### src/rtl/mdu_pkg.sv
// Shared definitions for the iterative multiply/divide unit: operation codes,
// FSM state encodings and the default operand width.
package mdu_pkg;

  localparam int MDU_WIDTH = 32;

  typedef enum logic [1:0] {
    MDU_MULT  = 2'b00,
    MDU_MULTU = 2'b01,
    MDU_DIV   = 2'b10,
    MDU_DIVU  = 2'b11
  } mdu_op_e;

  typedef enum logic [1:0] {
    IDLE = 2'b00,
    CALC = 2'b01,
    FIX  = 2'b10
  } mdu_state_e;

endpackage

### src/rtl/mdu_step.sv
// One combinational iteration of the multiply/divide datapath: shift-add for
// multiply, restoring shift-subtract for divide, on the {acc_hi, acc_lo} pair.
module mdu_step #(
  parameter int WIDTH = 32
) (
  input  logic             is_div,
  input  logic [WIDTH-1:0] acc_hi,
  input  logic [WIDTH-1:0] acc_lo,
  input  logic [WIDTH-1:0] operand,
  output logic [WIDTH-1:0] nxt_hi,
  output logic [WIDTH-1:0] nxt_lo
);

  logic [WIDTH:0] sum;
  logic [WIDTH:0] rem_sh;
  logic [WIDTH:0] diff;

  always_comb begin
    sum    = {1'b0, acc_hi} + (acc_lo[0] ? {1'b0, operand} : '0);
    rem_sh = {acc_hi, acc_lo[WIDTH-1]};
    diff   = rem_sh - {1'b0, operand};
    if (is_div) begin
      // A clear top bit of diff means the trial subtraction did not borrow.
      if (!diff[WIDTH]) begin
        nxt_hi = diff[WIDTH-1:0];
        nxt_lo = {acc_lo[WIDTH-2:0], 1'b1};
      end else begin
        nxt_hi = rem_sh[WIDTH-1:0];
        nxt_lo = {acc_lo[WIDTH-2:0], 1'b0};
      end
    end else begin
      nxt_hi = sum[WIDTH:1];
      nxt_lo = {sum[0], acc_lo[WIDTH-1:1]};
    end
  end

endmodule

### src/rtl/mul_div_unit.sv
// Iterative multiply/divide unit with HI/LO registers, start/busy/done handshake
// and MTHI/MTLO writes. One datapath iteration per clock, sign fix-up at the end.
module mul_div_unit
  import mdu_pkg::*;
#(
  parameter int WIDTH = MDU_WIDTH,
  parameter int CNT_W = 6
) (
  input  logic             clk,
  input  logic             rst_n,
  input  logic             start,
  input  logic [1:0]       op,
  input  logic [WIDTH-1:0] srca,
  input  logic [WIDTH-1:0] srcb,
  input  logic             hi_we,
  input  logic             lo_we,
  input  logic [WIDTH-1:0] wdata,
  output logic             busy,
  output logic             done,
  output logic [WIDTH-1:0] hi,
  output logic [WIDTH-1:0] lo
);

  function automatic logic [WIDTH-1:0] abs_val(input logic [WIDTH-1:0] v, input logic sgn);
    return (sgn && v[WIDTH-1]) ? -v : v;
  endfunction

  function automatic logic [WIDTH-1:0] cond_neg(input logic [WIDTH-1:0] v, input logic neg);
    return neg ? -v : v;
  endfunction

  mdu_state_e       state, state_nxt;
  logic [CNT_W-1:0] cnt;
  mdu_op_e          op_r;
  logic [WIDTH-1:0] acc_hi, acc_lo, operand_r, orig_a;
  logic             neg_q, neg_r, div_zero;
  logic [WIDTH-1:0] hi_r, lo_r;
  logic             done_r;

  logic             is_div;
  logic             signed_op;
  logic [WIDTH-1:0] step_hi, step_lo;
  logic [WIDTH-1:0] res_hi, res_lo;
  logic [2*WIDTH-1:0] prod;

  assign is_div    = (op_r == MDU_DIV) || (op_r == MDU_DIVU);
  assign signed_op = (op == MDU_MULT) || (op == MDU_DIV);

  mdu_step #(.WIDTH(WIDTH)) u_step (
    .is_div  (is_div),
    .acc_hi  (acc_hi),
    .acc_lo  (acc_lo),
    .operand (operand_r),
    .nxt_hi  (step_hi),
    .nxt_lo  (step_lo)
  );

  always_comb begin
    state_nxt = state;
    case (state)
      IDLE:    if (start) state_nxt = CALC;
      CALC:    if (cnt == CNT_W'(WIDTH - 1)) state_nxt = FIX;
      FIX:     state_nxt = IDLE;
      default: state_nxt = IDLE;
    endcase
  end

  // Sign correction of the magnitude result, plus the divide-by-zero override.
  always_comb begin
    prod   = {acc_hi, acc_lo};
    res_hi = acc_hi;
    res_lo = acc_lo;
    if (!is_div) begin
      if (neg_q) prod = -prod;
      res_hi = prod[2*WIDTH-1:WIDTH];
      res_lo = prod[WIDTH-1:0];
    end else if (div_zero) begin
      res_hi = orig_a;
      res_lo = '1;
    end else begin
      res_hi = cond_neg(acc_hi, neg_r);
      res_lo = cond_neg(acc_lo, neg_q);
    end
  end

  always_ff @(posedge clk or negedge rst_n) begin
    if (!rst_n) begin
      state     <= IDLE;
      cnt       <= '0;
      op_r      <= MDU_MULT;
      acc_hi    <= '0;
      acc_lo    <= '0;
      operand_r <= '0;
      orig_a    <= '0;
      neg_q     <= 1'b0;
      neg_r     <= 1'b0;
      div_zero  <= 1'b0;
      hi_r      <= '0;
      lo_r      <= '0;
      done_r    <= 1'b0;
    end else begin
      state  <= state_nxt;
      done_r <= (state == FIX);
      case (state)
        IDLE: begin
          if (hi_we) hi_r <= wdata;
          if (lo_we) lo_r <= wdata;
          if (start) begin
            op_r      <= mdu_op_e'(op);
            acc_hi    <= '0;
            acc_lo    <= abs_val(srca, signed_op);
            operand_r <= abs_val(srcb, signed_op);
            orig_a    <= srca;
            neg_q     <= signed_op && (srca[WIDTH-1] ^ srcb[WIDTH-1]);
            neg_r     <= signed_op && srca[WIDTH-1];
            div_zero  <= (srcb == '0);
            cnt       <= '0;
          end
        end
        CALC: begin
          acc_hi <= step_hi;
          acc_lo <= step_lo;
          cnt    <= cnt + CNT_W'(1);
        end
        FIX: begin
          hi_r <= res_hi;
          lo_r <= res_lo;
        end
        default: ;
      endcase
    end
  end

  assign busy = (state != IDLE);
  assign done = done_r;
  assign hi   = hi_r;
  assign lo   = lo_r;

endmodule

### config.mk
export PLATFORM = sky130hd
export DESIGN_NAME = mul_div_unit
export DESIGN_NICKNAME = d
export VERILOG_FILES = /design/src/rtl/mdu_pkg.sv /design/src/rtl/mdu_step.sv /design/src/rtl/mul_div_unit.sv
export SDC_FILE = /design/constraint.sdc
export NUM_CORES = 1
export LEC_CHECK = 0
export CORE_MARGIN = 2
export CORE_UTILIZATION = 59
export DETAILED_ROUTE_END_ITERATION = 8
export HOLD_SLACK_MARGIN = 0.12
export PLACE_DENSITY = 0.83
export SYNTH_ARGS = -nofsm -noshare
export SYNTH_HDL_FRONTEND = slang
export SYNTH_SLANG_ARGS = --single-unit
### constraint.sdc
create_clock -name clk -period 3.9 [get_ports clk]
set_input_delay 0.78 -clock clk [delete_from_list [all_inputs] [get_ports clk]]
set_output_delay 0.78 -clock clk [all_outputs]
set_load 0.005 [all_outputs]
==> impl_metrics.yaml, run 1 <==
clock_network:
  cts_hold_buffers: 0
  cts_buffer_depth: 3
  cts_buffers: 24
  insertion_delay_ns: 0.53
  cts.sinks: 205
  clock-root-buffer: "clkbuf_16"
  cts_htree_levels: 1
  postCtsSetupBuffers: 0
  tritoncts: "yes"
  clk_pin_slew_ns: 0.06
global_routing:
  grt_pass1_wl_um: 83100
  grt_usage_pct: 36.3
  grt_max_degree: 99
  grt_overflow_total: 0
  grt_pass1_vias: 15500
  antenna_found_initial: 0
final_layout:
  diodes: 0
  area_growth_pct: 18.4
  drive_gt1_share_pct: 6.49
  fillers: 2178
  instances_no_fill: 2512
  nets: 2327
  utilization_pct: 70.7
  final_area_um2: 19000
synthesis:
  async_reset_ff_share_pct: 100
  synth.avg_cell_area_um2: 7.92
  synth_warnings: 0
  syn_nets: 2202
  ys.flop_type: "dfrtp_1"
  ys_seq_area_share_pct: 31.9
  synth.distinct_cells: 72
  ys_ff_latch: 205
  synth_area_leader_cell: "dfrtp_1"
  synthTopCellsByArea: "dfrtp_1, nand2_1, o21ai_0"
  syn_area_um2: 16100
  syn_inst: 2028
  synth_edf_count: 0
  netlist.area_leader.share_pct: 31.9
die:
  start_util_pct: 59.8
  rows: 60
  io_pins: 169
  die_y_um: 169
  die_w_um: 169
  core_area_um2: 26900
  die_area_um2: 28600
setup_path:
  worst_setup_path_start_kind: "flop"
  cp-startpoint: "acc_hi[1]"
  critPathArrivalTime_ns: 4.13
  required_ns: 4.30
  r2r_start: "acc_hi[1]"
  crit_path_top_delay_cell: "dfrtp_1"
  path_cells: "inv_1 -> ha_1 -> nor3b_1 -> nand4_1 -> or3_1 -> or3_1 -> or3_1 -> a21oi_1 -> nor2_1 -> o31ai_1 -> o22ai_1"
  cp-end-kind: "flop"
  cpPeakStageDelay_ns: 0.46
  critPathMaxFanout: 7
  path_common_cell: "or3_1"
  critical_path_class: "reg2reg"
placement:
  postPlaceCellArea_um2: 18200
  dp_slack_ns: 0.223
  hpwl_um: 40200
  dp.cells: 2468
  place_congestion: 0.967
  port_buffers: 168
timing:
  slew_headroom_pct: 36.8
  worst_clock_skew_ns: 0.0105
  worst_slack_ns: 0.167
  worstMarginPinSlew_ns: 0.948
  finalCriticalPeriod_ns: 3.73
  timing.hold.ws_ns: 0.336
  tns_ns: 0
  fmax_mhz: 268
  finalSetupViolations: 0
  final-hold-violation-count: 0
  fin_crit_sh_pct: 95.7
  rsz0062_at_grt: "false"
  slew_viol_final: 0
route:
  drc: 0
  drt-initial-drc-count: 2131
  avgRoutedWirePerCell_um: 21.1
  antenna_left: 0
  drt-vias-per-instance: 6.51
  wirelength_um: 52900
  drt-pass1-iter-count: 6
  num_vias: 16400
pwr:
  power_mw: 15.0
  leakagePower_nw: 8.10
  cellPowerDensity_nw_per_um2: 787
  irDropWorstVdd_mv: 0.429
hold_path:
  holdCritPathClass: "in2async"
status:
  status: "finished clean"
run:
  drv_cap: 0
-- state kept, by name (all words and copies together) (netlist names) --
name	flops
acc_hi	32
op_r	1
neg_q	1
operand_r	32
done	1
acc_lo	32
cnt	6
lo	32
neg_r	1
hi	32
div_zero	1
orig_a	32
state	2
-- metal layers --
metal | up-vias | share of wire, % | GRT usage (%)
li1 | 7535 | - | -
met1 | 7743 | 39 | 47.3
met2 | 918 | 46 | 59.3
met3 | 162 | 9.1 | 4.30
met4 | 0 | 6.0 | 19.6
met5 | - | 0 | 0
-- Yosys cell counts (all sizes together), types with 34 or more instances --
library cell / instances
o22ai: 44
nor2: 116
inv: 64
dfrtp: 205
a21oi: 120
nand2: 316
xnor2: 104
nor3: 34
clkbuf: 119
o211ai: 46
mux2i: 64
xor2: 77
ha: 69
nand3: 45
o21ai: 229
-- placed cells by master, fill, tap and decap left out, drive strengths merged, types with 22 or more instances in the layout --
| master | synthesis | final |
|---|---|---|
| nand2 | 316 | 316 |
| o21ai | 229 | 229 |
| dfrtp | 205 | 205 |
| clkdlybuf4s50 | 0 | 167 |
| a21oi | 120 | 120 |
| nor2 | 116 | 116 |
| xnor2 | 104 | 104 |
| xor2 | 77 | 77 |
| ha | 69 | 69 |
| buf | 18 | 68 |
| inv | 64 | 64 |
| mux2i | 64 | 64 |
| o211ai | 46 | 46 |
| nand3 | 45 | 45 |
| o22ai | 44 | 44 |
| clkbuf | 119 | 37 |
| nor3 | 34 | 34 |
| a21o | 33 | 33 |
| nand2b | 30 | 30 |
| o31ai | 28 | 28 |
| or3 | 26 | 26 |
| a22oi | 22 | 22 |
-- cell families after synthesis --
kind of cell             share of synthesized area [%]
AND/OR/NAND/NOR                                   19.0
AO/OA/AOI/OAI                                     24.7
buffers and inverters                             4.82
multiplexers                                      4.06
flip-flops                                        31.9
adder cells (fa/ha/maj)                           5.63
XOR/XNOR                                          9.87
-- worst max-delay path, delay by kind of cell, from the launching register on --
| kind | cells | cell delay, ns |
|---|---|---|
| and+or+nand+nor | 6 | 1.96 |
| AOI/OAI and AO/OA | 3 | 0.72 |
| DFF | 1 | 0.46 |
| adders and majority gates | 1 | 0.25 |
| buffers and inverters | 1 | 0.21 |
-- final timing paths --
path,to,slack [ns],cells past startpoint
setup / recovery,hi[18],0.17,11
hold / removal,acc_lo[11],0.34,1
setup reg to reg,hi[18],0.17,11
hold reg to reg,hi[6],0.48,2
max in group asynchronous,lo[15],2.62,2
min in group clk,hi[6],0.48,2
-- report_power, final --
group	internal, mW	switching, mW	total (mW)
Sequential	2.91	0.989	3.90
Combinational	3.91	4.94	8.85
Clock	1.27	0.936	2.21
Total	8.09	6.87	15.0
-- cell type report --
type                            count  area [um2]  area share [%]
Clock buffer                       36         717            3.77
Clock inverter                      8        50.0           0.263
Inverter                           66         248            1.30
Multi-Input combinational cell   1620       10200            53.7
Sequential cell                   205        5130            27.0
Tap cell                          341         427            2.24
Timing Repair Buffer              236        2230            11.7
-- what timing repair did --
action,4_1_cts,5_1_grt
endpoints found under the setup margin,0,2
resized for setup,0,1
endpoints found under the hold margin,0,0
Power figures use the tool's default switching activity.
==> run 2, diff against run 1 <==
ABC_AREA = 1   (was unset)
CORE_UTILIZATION = 60   (was 59)
PLACE_DENSITY = 0.82   (was 0.83)
==> run 2 against run 1 <==
Net effect: synthesized cell count grew 63%; cell area increased by 19%; flip-flop and latch count stayed put; utilization shrank 1.1 points; maximum frequency grew 21%; critical path depth rose by 5; power is 54% higher; clock-buffer cell count is 6 lower; worst setup slack improved by 0.65 ns; largest power group unchanged.
==> impl_metrics.yaml, run 2 <==
status:
  status: "finished clean"
synthesis:
  synth-compound-area-share_pct: 17.1
  synth.most_common_cell: "nand2_1"
  netlist.area_leader.share_pct: 26.1
  synth.distinct_cells: 51
  synthAdderAreaFrac_pct: 4.60
  async_reset_ff_share_pct: 100
  synth_warnings: 0
  synth.avg_cell_area_um2: 5.95
  synth_top_family_by_area: "simple AND/OR/NAND/NOR gates"
  ys_seq_area_share_pct: 26.1
  ys_ff_latch: 205
  synthXorXnorAreaFrac_pct: 2.76
  synth-simple-area-share_pct: 38.3
  synth_area_leader_cell: "dfrtp_1"
  synthMuxAreaShare_pct: 0
  synth_edf_count: 0
  syn_area_um2: 19700
  ys.flop_type: "dfrtp_1"
  synthTopCellsByArea: "dfrtp_1, nand2_1, inv_1"
  synth_common_cells: "nand2_1, inv_1, nor2_1, a21oi_1, o21ai_0"
  syn_inst: 3306
  syn_nets: 3480
final_layout:
  drive_gt1_share_pct: 5.54
  final_common_cell: "nand2_1"
  register_area_um2: 5130
  fillers: 2921
  area_growth_pct: 14.6
  instances_no_fill: 3873
  nets: 3586
  final_cell_mix: "nand2_1, inv_1, nor2_1"
  multi_input_area_um2: 12400
clock_network:
  postCtsSetupBuffers: 0
  cts_buffer_depth: 3
  clk_pin_slew_ns: 0.07
  cts_hold_buffers: 0
  cts_htree_levels: 1
  cts_resized: 0
  cts_buffers: 24
  cts.sinks: 205
  insertion_delay_ns: 0.57
  clock-root-buffer: "clkbuf_16"
  tritoncts: "yes"
setup_path:
  path_common_cell: "nand2_4"
  worst_setup_path_start_kind: "flop"
  cpPeakStageDelay_ns: 0.62
  path_cells: "inv_1 -> fa_1 -> inv_1 -> nand3_1 -> nand3_2 -> nand2_2 -> nand2_4 -> nand2_2 -> nand2_4 -> nand2_4 -> nand3_2 -> nand2_4 -> nand2_1 -> nand3_1 -> nand2_1 -> nand2_1"
  critPathArrivalTime_ns: 3.52
  cp-end-kind: "flop"
  required_ns: 4.34
  critical_path_class: "reg2reg"
  crit_path_top_delay_cell: "dfrtp_1"
  critPathMaxFanout: 32
timing:
  rsz0062_at_grt: "false"
  fin_crit_sh_pct: 79.1
  tns_ns: 0
  fmax_mhz: 324
  slew_headroom_pct: 33.4
  finalCriticalPeriod_ns: 3.08
  finalSetupViolations: 0
  worst_clock_skew_ns: 0.0325
  slew_viol_final: 0
  worstMarginPinSlew_ns: 0.997
  final-hold-violation-count: 0
hold_path:
  holdCritPathClass: "in2async"
pwr:
  cellPowerDensity_nw_per_um2: 1020
  leakagePower_nw: 11.5
  irDropWorstVdd_mv: 0.471
  power_mw: 23.0
route:
  drt-initial-drc-count: 3349
  drc: 0
  drt-pass1-iter-count: 8
  drt-vias-per-instance: 6.06
  num_vias: 23500
  avgRoutedWirePerCell_um: 20.4
  wirelength_um: 79000
  antenna_left: 0
global_routing:
  grt_pass1_wl_um: 120000
  grt_overflow_total: 0
  grt_pass1_vias: 21200
  antenna_found_initial: 1
  grt_max_degree: 104
  grt_usage_pct: 45.8
run:
  drv_cap: 0
placement:
  hpwl_um: 60300
  dp.cells: 3828
  place_congestion: 1.08
  port_buffers: 168
die:
  core_area_um2: 32400
  start_util_pct: 60.7
  io_pins: 169
  die_area_um2: 34200
  rows: 66
  die_w_um: 185
  die_y_um: 185
run 2: changes by cell type after synthesis, sizes merged, moves of 31 or more:
cell / before / now
nand2: 316 / 1050
inv: 64 / 430
nor2: 116 / 388
nand3: 45 / 237
a21oi: 120 / 276
xnor2: 104 / 18
mux2i: 64 / 0
o21ai: 229 / 291
o22ai: 44 / 4
nand4: 5 / 43
xor2: 77 / 44
clkbuf: 119 / 87
o211ai: 46 / 15
run 2: worst max-delay path: cells and delay by family (launching register included):
family	cells	cell delay (ns)
DFF	1	0.62
adders and majority gates	1	0.54
and+or+nand+nor	13	1.41
buffers and inverters	2	0.39
run 2: layer usage:
metal  track usage (%)  part of all wire, %  vias to the layer above
met5                 0                0.016                        -
met4              14.2                  3.5                        2
met3              17.7                   17                      208
met2              64.7                   40                     1720
met1              64.2                   40                    10700
li1                  -                    -                    10800
run 2: final timing paths:
kind                       startpoint    endpoint  slack (ns)  cells after the start
setup / recovery            acc_hi[0]  acc_hi[15]        0.82                     16
hold / removal                  rst_n  acc_hi[17]        0.28                      1
setup reg to reg            acc_hi[0]  acc_hi[15]        0.82                     16
hold reg to reg            orig_a[14]  orig_a[14]        0.49                      2
max in group asynchronous       rst_n    div_zero        2.71                      2
min in group clk           orig_a[14]  orig_a[14]        0.49                      2
run 2: metrics by stage:
stage                     area, um2  hold slack (ns)  setup slack (ns)  utilization [%]
after floorplan               19700            0.448              1.37                -
after global placement        21700            0.468             0.977             66.9
after detailed placement      21700            0.473             0.855             66.9
after CTS                     22500            0.388             0.993             69.6
after global routing          22500            0.395             0.526             69.6
final                         22500            0.276             0.815             69.6
run 2: logic make-up (layout without fill, tap and decap cells):
family | Yosys count | after routing
xor+xnor | 62 | 62
compound gates | 627 | 627
other cells | 0 | 1
simple gates | 1783 | 1783
buf+inv | 558 | 682
flops | 205 | 205
fa+ha+maj | 71 | 71
run 2: area by class of cell:
type	count	area share [%]
sequential	205	22.8
inverter	431	7.18
multi-input combinational	2543	54.8
clock inverter	14	0.894
timing repair buffer	207	8.89
clock buffer	30	2.94
tap	442	2.45
antenna	1	0.0111
run 2: power breakdown:
part           switching, mW  leakage [nW]  total, mW  internal (mW)
clock network           1.03         0.419       2.51           1.48
logic                   10.3          8.66       15.5           5.21
registers               1.77          2.41       4.95           3.18
